`src/rtl/regfile_ctx_dump.sv`:
```
`default_nettype none
// regfile_ctx_dump: streams x[FIRST_REG..LAST_REG] out over valid/ready, optionally zeroizing each.
// Revision 1.0
module regfile_ctx_dump #(
   parameter int DATA_W    = 32,
   parameter int ADDR_W    = 5,
   parameter int FIRST_REG = 1,
   parameter int LAST_REG  = 31
) (
   input  logic              clk_i,
   input  logic              rst_ni,
   input  logic              start_i,
   input  logic              wipe_i,
   input  logic              abort_i,
   output logic              busy_o,
   output logic              core_stall_o,
   output logic              done_o,
   output logic [ADDR_W-1:0] rf_rs_o,
   input  logic [DATA_W-1:0] rf_data_i,
   output logic              rf_wen_o,
   output logic [ADDR_W-1:0] rf_rsW_o,
   output logic [DATA_W-1:0] rf_dataW_o,
   output logic              m_valid_o,
   input  logic              m_ready_i,
   output logic [ADDR_W-1:0] m_idx_o,
   output logic [DATA_W-1:0] m_data_o
);
   typedef enum logic [2:0] {
      S_IDLE = 3'd0,
      S_READ = 3'd1,
      S_SEND = 3'd2,
      S_WIPE = 3'd3,
      S_DONE = 3'd4
   } state_e;

   localparam logic [ADDR_W-1:0] FIRST_IDX = ADDR_W'(FIRST_REG);
   localparam logic [ADDR_W-1:0] LAST_IDX  = ADDR_W'(LAST_REG);
   localparam logic [ADDR_W-1:0] ONE_IDX   = ADDR_W'(1);

   state_e            state_q, state_d;
   logic [ADDR_W-1:0] idx_q, idx_d;
   logic [ADDR_W-1:0] m_idx_q, m_idx_d;
   logic [DATA_W-1:0] m_data_q, m_data_d;
   logic              wipe_q, wipe_d;
   logic              last_w;

   assign last_w = (idx_q == LAST_IDX);

   always_ff @(posedge clk_i or negedge rst_ni) begin
      if (!rst_ni) begin
         state_q  <= S_IDLE;
         idx_q    <= FIRST_IDX;
         wipe_q   <= 1'b0;
         m_idx_q  <= '0;
         m_data_q <= '0;
      end else begin
         state_q  <= state_d;
         idx_q    <= idx_d;
         wipe_q   <= wipe_d;
         m_idx_q  <= m_idx_d;
         m_data_q <= m_data_d;
      end
   end

   always_comb begin
      state_d   = state_q;
      idx_d     = idx_q;
      wipe_d    = wipe_q;
      m_idx_d   = m_idx_q;
      m_data_d  = m_data_q;
      rf_rs_o   = '0;
      rf_wen_o  = 1'b0;
      rf_rsW_o  = '0;
      m_valid_o = 1'b0;
      done_o    = 1'b0;
      unique case (state_q)
         S_IDLE: begin
            if (start_i) begin
               wipe_d  = wipe_i;
               idx_d   = FIRST_IDX;
               state_d = S_READ;
            end
         end
         S_READ: begin
            rf_rs_o  = idx_q;
            m_data_d = rf_data_i;
            m_idx_d  = idx_q;
            state_d  = S_SEND;
         end
         S_SEND: begin
            m_valid_o = 1'b1;
            if (m_ready_i) begin
               if (wipe_q) begin
                  state_d = S_WIPE;
               end else if (last_w) begin
                  state_d = S_DONE;
               end else begin
                  idx_d   = idx_q + ONE_IDX;
                  state_d = S_READ;
               end
            end
         end
         S_WIPE: begin
            // x0 is hardwired; never issue a write to it even if misparameterised
            rf_wen_o = (idx_q != '0);
            rf_rsW_o = idx_q;
            if (last_w) begin
               state_d = S_DONE;
            end else begin
               idx_d   = idx_q + ONE_IDX;
               state_d = S_READ;
            end
         end
         S_DONE: begin
            done_o  = 1'b1;
            state_d = S_IDLE;
         end
         default: state_d = S_IDLE;
      endcase
      // Abort overrides every transition, including a handshake in the same cycle
      if (abort_i) begin
         state_d = S_IDLE;
      end
   end

   assign busy_o       = (state_q != S_IDLE);
   assign core_stall_o = busy_o;
   assign rf_dataW_o   = '0;
   assign m_idx_o      = m_idx_q;
   assign m_data_o     = m_data_q;

   a_reg_range: assert property (@(posedge clk_i) FIRST_REG <= LAST_REG);

endmodule
`default_nettype wire

```
`config.mk`:
```
export PLATFORM = sky130hd
export DESIGN_NAME = regfile_ctx_dump
export DESIGN_NICKNAME = d
export VERILOG_FILES = /design/src/rtl/regfile_ctx_dump.sv
export SDC_FILE = /design/constraint.sdc
export NUM_CORES = 1
export LEC_CHECK = 0
export ABC_AREA = 1
export ABC_CLOCK_PERIOD_IN_PS = 2160
export BUFFER_PORTS_ARGS = -buffer_cell sky130_fd_sc_hd__buf_2
export CAP_MARGIN = 10
export CORE_MARGIN = 4
export CORE_UTILIZATION = 36
export DETAILED_ROUTE_END_ITERATION = 12
export PLACE_DENSITY = 0.66
export SETUP_SLACK_MARGIN = 0.05
export SYNTH_ARGS = -nofsm -noshare
export SYNTH_HDL_FRONTEND = slang
export SYNTH_SLANG_ARGS = --single-unit
```
`constraint.sdc`:
```
create_clock -name clk_i -period 2.16 [get_ports clk_i]
set_input_delay 0.648 -clock clk_i [delete_from_list [all_inputs] [get_ports clk_i]]
set_output_delay 0.648 -clock clk_i [all_outputs]
set_load 0.02 [all_outputs]
```
## After elaboration in Yosys (flattened, before gate mapping)

Index checks and enable logic that the tools add are counted.

| storage, ports and cells | value |
|---|---|
| flip-flop bits (word level) | 46 |
| input port bits | 38 |
| output and inout port bits | 84 |
| word-level logic and storage cells | 39 |

| operators by class | value |
|---|---|
| add/subtract/negate cells | 1 |
| equality and inequality tests | 10 |
| mux-type cells | 16 |
| reductions and logical operators | 7 |

Operator list:

| operator | count |
|---|---|
| $mux W5 | 6 |
| $mux W3 | 5 |
| $pmux W5 S3 | 1 |
| $pmux W3 S4 | 1 |
| $eq A3 B2 Y1 const B | 2 |
| $ne A2 B2 Y1 const B | 3 |
| $ne A3 B3 Y1 const B | 2 |
| $reduce_bool A3 Y1 | 2 |
| $add A5 B1 Y5 const B | 1 |
| $eq A5 B5 Y1 const B | 1 |
| $reduce_bool A5 Y1 | 1 |
| $reduce_and A2 Y1 | 2 |
| $reduce_and A4 Y1 | 1 |
| $eq A3 B1 Y1 const B | 1 |
| $eq A3 B3 Y1 const B | 1 |
| $logic_not A3 Y1 | 1 |
| $mux W1 | 3 |

## Logic depth before layout (Yosys ltp)

| logic depth | value |
|---|---|
| depth after elaboration | 6 |
| gate-level depth with buffers | 10 |
| gate-level depth less buffers | 10 |

## Worst setup path after synthesis

Ideal clock, no wire load.

| timing | value |
|---|---|
| path type | register to output |
| start | register state_q[2] |
| end | output rf_rs_o[0] |
| arrival time | 1.253 ns |
| required time | 1.512 ns |
| path slack | 0.259 ns |
| cell stages (with the launch flop) | 6 |
| path buffers | 2 |
| cell sequence | dfrtp_1 > nor2_2 > nand2_2 > buf_6 > buf_6 > nor2_1 |

| between the ends | value |
|---|---|
| longest elaborated chain between the ends | 2 |

Ends and longest elaborated chain:

| element | RTL line | RTL |
|---|---|---|
| start: declaration | 40 | `state_e state_q, state_d;` |
| start signal: assignment | 57 | `state_q <= state_d;` |
| $eq A3 B1 Y1 | 76 | `unique case (state_q)` |
| $mux W5 | 76 |  |
| end: declaration | 18 | `output logic [ADDR_W-1:0] rf_rs_o,` |

No other way between the ends.

## Worst setup path after layout

| timing | value |
|---|---|
| start | register state_q[1] |
| end | output rf_wen_o |

| between the ends | value |
|---|---|
| longest elaborated chain between the ends | 2 |

Ends and longest elaborated chain:

| element | RTL line | RTL |
|---|---|---|
| $eq A3 B2 Y1 | 76 |  |
| $mux W1 | 76 |  |
| end: declaration | 20 | `output logic rf_wen_o,` |

No other way between the ends.

==> metrics.md <==
| Metric | Value |
|---|---|
| Global placement routability congestion | `0.8724` |
| Number of hold violations in the final report | `0` |
| Highest attainable clock frequency | `491.3 MHz` |
| Number of different library cells in the post-synthesis netlist | `22` |
| HPWL after detailed placement | `3.923 mm` |
| Clock tree root driver cell | `clkbuf_8` |
| Sinks on the clock net | `46` |
| Slowest stage cell on the critical path | `dfrtp_1` |
| Sequential cell area | `1152 um2` |
| Number of search-and-repair iterations in the first detailed-routing pass | `4` |
| Kind of critical path | `reg2out` |
| Worst stage delay on the critical path | `0.43 ns` |
| Met2 routing resource usage after global routing | `22.19%` |
| Overall routing resource usage | `13.45%` |
| Fraction of power spent switching nets | `45.00%` |
| RSZ-0062 raised after global routing | `no` |
| Standard cell core area | `6061 um2` |
| Busiest layer in global routing | `met2` |
| Number of nets in the finished design | `414` |
| Vias in the first global route | `1,774` |
| P_leak | `0.001659 uW` |
| Internal portion of total power | `1941 uW` |
| Met3 usage in global routing | `3.198%` |
| Post-synthesis cell count | `280` |
| Syn_area_per_cell | `8.191 um2` |
| Crit Path Max Fanout | `6` |
| Number of slew-limit violations in the final report | `0` |
| Largest cells by area after synthesis | `dfrtp_1 49%, nand2_1 20%, buf_4 12%` |
| Category of the worst setup path capture point | `output pin` |
| Antenna diode count | `0` |
| Initial detailed-routing violation count | `62` |
| # fillers | `635` |
| Floorplan die height | `87.82 um` |
| NetSw | `1588 uW` |
| Clock slew seen by the registers of the worst setup and hold paths | `0.09 ns` |
| Multi-input combinational cell area | `908.4 um2` |
| DR vias/cell | `4.185` |
| Total of endpoints with negative setup slack in the final report | `0` |
| Flops & latches, synth | `46` |
| Number of maximum-capacitance violations | `0` |
| Startpoint type of the worst setup path | `flip-flop` |
| Area growth, synth to finish | `21.66%` |
| Cts bufs inserted | `5` |
| Fin crit share | `94.24%` |
| Status | `complete, no violations` |
| Leading area contributor after synthesis | `dfrtp_1` |
| Synthesized cell area | `2293 um2` |
| Leading cell type in the layout, fill and taps excluded | `nand2_1` |
| Sequential share of power | `39.4%` |
| Data required time of the worst path | `1.51 ns` |
| Die area | `7711 um2` |
| H-tree level count | `2` |
| Shortest period the worst path allows | `2.035 ns` |
| Number of buffers inserted by hold repair at cts | `0` |
| Final critical-path setup slack | `0.1245 ns` |
| Clock Path Buffers | `2` |
| Placement row count | `28` |
| Remaining number of nets flagged by the antenna check after routing | `0` |
| Commonest non-fill, non-tap cells in the layout | `124 x nand2_1, 88 x buf_2, 45 x dfrtp_1` |
| Combinational fraction of design power | `45.8%` |
| Syn. warnings | `0` |
| Total negative setup slack | `0 ns` |
| Largest net degree at the start of global routing | `43` |
| Clk_lat worst skew | `0.29 ns` |
| Max IR drop VDD | `564.2 uV` |
| Post-route cell area | `2790 um2` |
| Clock Skews | `0.004734 ns` |
| Number of antenna violations at the first check in global routing | `0` |
| Share of the synthesized area in the top cell type | `49.10%` |
| Arrival time at the worst endpoint | `1.39 ns` |
| Areal power density over the cells | `1265 nW/um2` |
| Crit path cell chain | `inv_2 -> nor2_4 -> nand2_4 -> a41oi_2 -> buf_4` |
| Port Buffer Count | `89` |
| Part of the power in the clock network | `14.8%` |
| First-pass GRT wire length | `8.176 mm` |
| CTS tree | `done` |
| Final routed wire length divided by cell count | `11.66 um` |
| Setup Slack @ Placement | `0.3106 ns` |
| Grt total ovfl | `0` |
| HP Class | `in2async` |
| Share of final-layout standard cells stronger than drive strength 1 | `31.55%` |
| Cell Area, Placed | `2659 um2` |
| Post-route DRC violation count | `0` |
| Share of synthesized area occupied by flip-flops and latches | `50.25%` |
| Via count | `1,879` |
| DIE WIDTH | `87.82 um` |
| Aggregate routed wire length | `5.235 mm` |
| Effective utilization at floorplan | `37.84%` |
| Top-Level Pins | `122` |
| Met1 Resource Use GR | `17.48%` |
[cell usage after synthesis, drive strengths merged]
cell type  instances
nand3              6
nand3b             2
ha                 3
o211ai             1
o21ai              8
dfstp              1
conb               1
dfrtp             45
nor3               2
nand2            128
buf               41
inv               13
a41oi              1
a21oi              2
nor2              26
[critical path, delay by kind of cell, from the launching register on]
kind                   cells  cell delay (ns)
AOI/OAI and AO/OA          1             0.16
DFF                        1             0.43
and+or+nand+nor            2             0.28
buffers and inverters      2             0.22
[state kept, by name, indices dropped and copies added, names as in the netlist]
register and cells:
wipe_q 1, idx_q 5, m_idx_o 5, m_data_o 32, state_q 3
[logic make-up (layout without fill, tap and decap cells)]
kind of cell | count (synthesis) | in the layout | synth area share, %
buf+inv | 54 | 117 | 16.09
other cells | 1 | 32 | 0.1635
simple gates | 164 | 164 | 28.81
fa+ha+maj | 3 | 3 | 1.637
compound gates | 12 | 12 | 3.055
flops | 46 | 46 | 50.25
[power by group through the flow]
stage          clock network [uW]  logic (uW)  registers [uW]
5_1_grt                       579        1810            1440
3_5_place_dp                    0        1600            1410
2_1_floorplan                   0         761            1780
3_3_place_gp                    0        1570            1400
6_report                      521        1620            1390
4_1_cts                       549        1640            1390
[layer usage]
metal	wire [um]	part of all wire (%)	vias up
met1	2230	43	820
met5	0	0	-
met4	46	0.88	0
li1	-	-	977
met3	444	8.5	5
met2	2513	48	77
[metrics by stage]
step | hold WS (ns) | util [%] | total power [uW] | cells
6_report | 0.2223 | 46.04 | 3530 | 449
5_1_grt | 0.2273 | 46.04 | 3830 | 449
4_1_cts | 0.2185 | 45.75 | 3573 | 448
3_5_place_dp | 0.4595 | 43.87 | 3009 | 438
3_3_place_gp | 0.4578 | 43.87 | 2971 | 438
2_1_floorplan | 0.3524 | - | 2546 | 311
[worst paths after layout]
| path | from | endpoint | slack [ns] | depth (start not counted) |
|---|---|---|---|---|
| min | rst_ni | m_data_o[29] | 0.22 | 1 |
| min in group clk_i | idx_q[3] | idx_q[3] | 0.48 | 2 |
| max | state_q[1] | rf_wen_o | 0.12 | 5 |
| max reg2reg | idx_q[0] | idx_q[1] | 0.36 | 10 |
| min reg2reg | idx_q[3] | idx_q[3] | 0.48 | 2 |
| max in group asynchronous | rst_ni | m_data_o[11] | 1.34 | 2 |
[area by class of cell]
| class | instances | share of cell area [%] |
|---|---|---|
| Clock inverter | 2 | 0.4933 |
| Clock buffer | 6 | 2.601 |
| Sequential cell | 46 | 41.30 |
| Timing Repair Buffer | 96 | 17.94 |
| Inverter | 13 | 1.749 |
| Multi-Input combinational cell | 211 | 32.56 |
| Tap cell | 75 | 3.363 |
[timing repair]
action / 4_1_cts / 5_1_grt
gates resized for setup: 3 / 4
buffers inserted: 2 / 1
pin swaps: 0 / 2
setup endpoints to repair: 2 / 8
No activity file was read; power rests on OpenSTA's default activity.
